File: src/rtl/instr_encoder_writer.sv
// Packs MIPS instruction fields into 32-bit words, buffers them in a FIFO and
// streams them into instruction memory at sequential byte addresses.
module instr_encoder_writer #(
    parameter int DEPTH = 8,
    parameter int CNT_W = 16
) (
    input  logic             clk_i,
    input  logic             rst_i,
    input  logic             start_i,
    input  logic [31:0]      base_addr_i,
    input  logic             in_valid_i,
    output logic             in_ready_o,
    input  logic             in_last_i,
    input  logic [2:0]       op_sel_i,
    input  logic [4:0]       rs_i,
    input  logic [4:0]       rt_i,
    input  logic [4:0]       rd_i,
    input  logic [4:0]       shamt_i,
    input  logic [5:0]       funct_i,
    input  logic [15:0]      imm_i,
    output logic             mem_we_o,
    output logic [31:0]      mem_addr_o,
    output logic [31:0]      mem_data_o,
    input  logic             mem_ready_i,
    output logic             busy_o,
    output logic             done_o,
    output logic             err_o,
    output logic [CNT_W-1:0] word_cnt_o
);
    localparam int AW = $clog2(DEPTH);

    typedef enum logic [1:0] {IDLE, RUN, DRAIN, DONE} state_t;
    state_t state;

    logic [31:0] fifo_mem [DEPTH];
    logic [AW:0] wr_ptr, rd_ptr;
    logic        fifo_empty, fifo_full;
    logic        accept, legal, push, pop, wr_done, load;
    logic [31:0] enc_word;

    assign fifo_empty = (wr_ptr == rd_ptr);
    assign fifo_full  = (wr_ptr[AW] != rd_ptr[AW]) && (wr_ptr[AW-1:0] == rd_ptr[AW-1:0]);

    assign in_ready_o = (state == RUN) && !fifo_full;
    assign accept     = in_valid_i && in_ready_o;
    assign legal      = (op_sel_i <= 3'd5);
    assign push       = accept && legal;
    assign wr_done    = mem_we_o && mem_ready_i;
    // Output register refills when idle or when its word leaves on this edge.
    assign load       = !mem_we_o || wr_done;
    assign pop        = load && !fifo_empty;

    always_comb begin
        enc_word = 32'h0;
        case (op_sel_i)
            3'd0:    enc_word = {6'h00, rs_i, rt_i, rd_i, shamt_i, funct_i};
            3'd1:    enc_word = {6'h08, rs_i, rt_i, imm_i};
            3'd2:    enc_word = {6'h04, rs_i, rt_i, imm_i};
            3'd3:    enc_word = {6'h05, rs_i, rt_i, imm_i};
            3'd4:    enc_word = {6'h0d, rs_i, rt_i, imm_i};
            3'd5:    enc_word = {6'h0f, 5'd0, rt_i, imm_i};
            default: enc_word = 32'h0;
        endcase
    end

    always_ff @(posedge clk_i) begin
        if (push) fifo_mem[wr_ptr[AW-1:0]] <= enc_word;
    end

    always_ff @(posedge clk_i or posedge rst_i) begin
        if (rst_i) begin
            state      <= IDLE;
            busy_o     <= 1'b0;
            done_o     <= 1'b0;
            err_o      <= 1'b0;
            wr_ptr     <= '0;
            rd_ptr     <= '0;
            mem_we_o   <= 1'b0;
            mem_data_o <= 32'h0;
            mem_addr_o <= 32'h0;
            word_cnt_o <= '0;
        end else begin
            if (push) wr_ptr <= wr_ptr + 1'b1;
            if (pop)  rd_ptr <= rd_ptr + 1'b1;
            if (accept && !legal) err_o <= 1'b1;

            if (load) begin
                mem_we_o <= pop;
                if (pop) mem_data_o <= fifo_mem[rd_ptr[AW-1:0]];
            end
            if (wr_done) begin
                mem_addr_o <= mem_addr_o + 32'd4;
                word_cnt_o <= word_cnt_o + CNT_W'(1);
            end

            case (state)
                IDLE: if (start_i) begin
                    state      <= RUN;
                    busy_o     <= 1'b1;
                    err_o      <= 1'b0;
                    mem_addr_o <= base_addr_i;
                    word_cnt_o <= '0;
                end
                RUN: if (accept && in_last_i) state <= DRAIN;
                DRAIN: if (fifo_empty && !mem_we_o) begin
                    state  <= DONE;
                    done_o <= 1'b1;
                end
                DONE: begin
                    state  <= IDLE;
                    done_o <= 1'b0;
                    busy_o <= 1'b0;
                end
                default: state <= IDLE;
            endcase
        end
    end
endmodule
File: config.mk
export PLATFORM = sky130hd
export DESIGN_NAME = instr_encoder_writer
export DESIGN_NICKNAME = d
export VERILOG_FILES = /design/src/rtl/instr_encoder_writer.sv
export SDC_FILE = /design/constraint.sdc
export NUM_CORES = 1
export LEC_CHECK = 0
export BUFFER_PORTS_ARGS = -buffer_cell sky130_fd_sc_hd__buf_2
export CORE_ASPECT_RATIO = 1.1
export CORE_MARGIN = 4
export CORE_UTILIZATION = 45
export CTS_CLUSTER_DIAMETER = 100
export DETAILED_ROUTE_END_ITERATION = 8
export PLACE_DENSITY = 0.63
export RECOVER_POWER = 100
export SYNTH_ARGS = -nofsm -noshare
export SYNTH_HDL_FRONTEND = slang
export SYNTH_SLANG_ARGS = --single-unit
File: constraint.sdc
create_clock -name clk_i -period 6.95 [get_ports clk_i]
set_input_delay 0 -clock clk_i [delete_from_list [all_inputs] [get_ports clk_i]]
set_output_delay 0 -clock clk_i [all_outputs]
set_load 0.02 [all_outputs]
==> flow_summary.toml <==
[layout]
fin_util = 0.545
diodes = 0
num-fill-cells = 2530
regArea_sq_mm = 0.00952
post_route_cells_drive_above_1_share = 0.190
syn_to_final_growth_pct = 19.3
layout.nets = 1205
multi_input_area_sq_mm = 0.00412

[synth]
yosysWarnings = 0
syn-instance-count = 902
yosysTopAreaCellShare = 0.519
ys_top_cells_by_area = "edfxtp_1 (52%), dfrtp_1 (17%), mux4_2 (9.7%)"
synth_edf_count = 240
yosys_most_used_dff = "edfxtp_1"
async_reset_ff_frac = 0.277
ys_ff_latch = 332
yosys.area.top_type = "edfxtp_1"
synth_cell_types = 53
yosysSeqAreaShare = 0.684
netlist_area_sq_mm = 0.0139
syn_avg_cell_area_sq_um = 15.4

[global_routing]
grt_max_degree = 73
grt_first_pass_wirelength_um = 47500
grtUsageTotal = 0.178
overflow = 0
grt_pass1_vias = 8573
grt_antenna_before_repair = 0

[critical_path]
crit_type = "reg -> reg"
required_ns = 7.07
cp_top_family = "buffers and inverters"
critPathArrivalTime_ns = 4.99
crit_chain = "buf_4 > xor2_1 > o41a_1 > nand3_1 > nor3_1 > clkbuf_1"
r2r-start = "rd_ptr[1]"
crit_fanout = 52
cpPeakStageDelay_ns = 1.22
path_buf_inv = 2
reg2reg_setup_slack_ns = 2.08
reg2reg_depth = 6
cp_slowest_cell = "nor3_1"
rr_endpoint = "fifo_mem[1][22]"
startpoint_type = "flop"
cp-end-kind = "flop"

[status]
status = "complete, but fails checks"
violations = "max-capacitance violations, max-slew violations"

[sta]
hold_violations = 0
setup_violations = 0
fin_hold_ws_ns = 0.0694
period_minus_slack_ns = 4.87
rsz0062_at_grt = "false"
worstMarginPinSlew_ns = 3.01
min_period_over_period = 0.701
max_freq_ghz = 0.205
drv_slew = 220
fin_skew_ns = 0.0143
setup_tns_ns = 0
max_slew_margin = -1.01
fin_ws_ns = 2.08

[route]
dr.pass1.iters = 5
num_vias = 8410
wire_per_inst_um = 19.3
dr.first_iter.drc_count = 724
ant_nets = 0
vias_per_cell = 5.41
drc = 0
routed_wirelength_um = 30000

[power_and_ir_drop]
total_power_uw = 6490
p_leak_uw = 0.00588
p_per_area_mw_per_mm2 = 391
ir_worst_vdd_mv = 0.202

[placed_design]
port-buffer-count = 165
dp_hpwl_um = 18500
pre_cts_slack_ns = 3.14
place.gp.congestion = 0.818

[hold_path]
holdPathStages = 2
hold_path.class = "in -> reg"
whs_endpoint = "fifo_mem[7][16]"
holdCritStartpoint = "rt_i[0]"

[die]
ioPinCount = 168
num_rows = 67
start_util = 0.457
die-area_sq_mm = 0.0338
die_x_um = 176
core-area_sq_mm = 0.0304
die_h_um = 192

[clock_tree]
cts_buffer_depth = 3
cts_sinks = 332
clk_pin_slew_ns = 0.06
cts_tree = "built"
cts_buffers = 35
clock_latency_ns = 0.52
hold_buffers = 44
htreeDepth = 2
post_cts_buffers = 0
cts_root_buffer = "clkbuf_16"
cts_resized = 0

[run]
cap_violations = 7
-- cell type report --
type                       instances  area share
clock buffer                      45      0.0576
clock inverter                    19      0.0115
inverter                          10     0.00234
multi-input combinational        510       0.248
sequential                       332       0.574
tap                              414      0.0313
timing repair buffer             225      0.0748
-- per-stage QoR --
step,cells,area (sq um)
floorplan,903,13900
global placement,1447,15200
detailed placement,1447,15200
CTS,1555,16800
global route,1555,16600
finish,1555,16600
-- cell families (layout without fill, tap and decap cells) --
family                     count (synthesis)  in the layout  synth area share
other                                      1              2          0.000270
and+or+nand+nor                          237            237            0.0853
AOI/OAI and AO/OA                        135            135            0.0602
buffers and inverters                     61            299            0.0193
xor gates and xnor gates                  32             32            0.0202
DFF                                      332            332             0.684
adders and majority gates                  8              8           0.00720
muxes                                     96             96             0.123
-- state kept, by name, summed over array words and instances (netlist names) --
| register | cells |
|---|---|
| mem_we_o | 1 |
| busy_o | 1 |
| wr_ptr | 4 |
| done_o | 1 |
| fifo_mem | 240 |
| mem_addr_o | 32 |
| mem_data_o | 30 |
| state | 2 |
| rd_ptr | 4 |
| word_cnt_o | 16 |
| err_o | 1 |
-- worst reg2reg max path, stage by stage (launching register included) --
cell and delay (ns):
dfrtp_2 0.34, buf_4 0.66, xor2_1 0.52, o41a_1 0.39, nand3_1 0.25, nor3_1 1.23, clkbuf_1 1.10
-- metal layers --
metal | wire length, um | track usage | share of wire
met5 | 0 | 0 | 0
met4 | 569 | 0.0450 | 0.019
met3 | 1970 | 0.0298 | 0.066
met2 | 14500 | 0.302 | 0.48
met1 | 13000 | 0.244 | 0.43
-- cell usage in the layout, fill, tap and decap left out, drive strengths merged, types with 6 or more instances in the layout --
cell	count
ha	8
clkinv	13
dfrtp	92
mux2i	33
nand3	18
xor2	18
and3	6
nand2	92
inv	11
a21oi	8
or3	10
xnor2	14
nand4	15
and2	13
or4	19
nor2	36
o31ai	15
buf	86
edfxtp	240
nor4	7
a22oi	17
dlygate4sd3	44
clkbuf	140
mux4	60
o21ai	68
nor3	7
a31oi	16
-- report_power, final --
part	total (uW)	internal (uW)	switching [uW]	leakage [uW]
Combinational	1900	771	1130	0.00200
Sequential	2740	2450	292	0.00331
Clock	1840	1090	751	0.000569
-- synth_stat cells, types with 14 or more instances --
cell	instances
dfrtp_1	92
a22oi_1	17
nor2_1	36
edfxtp_1	240
o21ai_0	67
or4_1	16
mux4_2	60
nand3_1	18
nand2_1	92
xor2_1	18
xnor2_1	14
buf_2	17
o31ai_1	15
a31oi_1	16
nand4_1	14
clkbuf_1	27
mux2i_1	33
-- worst max path at each step --
stage | startpoint | end | slack (ns) | cells after the start
CTS | rd_ptr[1] | fifo_mem[1][22] | 3.12 | 6
global placement | rd_ptr[1] | fifo_mem[1][23] | 3.29 | 6
detailed placement | rd_ptr[1] | fifo_mem[1][0] | 3.14 | 6
floorplan | rd_ptr[0] | fifo_mem[0][0] | 1.94 | 5
global route | rd_ptr[1] | fifo_mem[1][17] | 1.78 | 6
finish | rd_ptr[1] | fifo_mem[1][22] | 2.08 | 6
(Power assumes the default switching activity.)
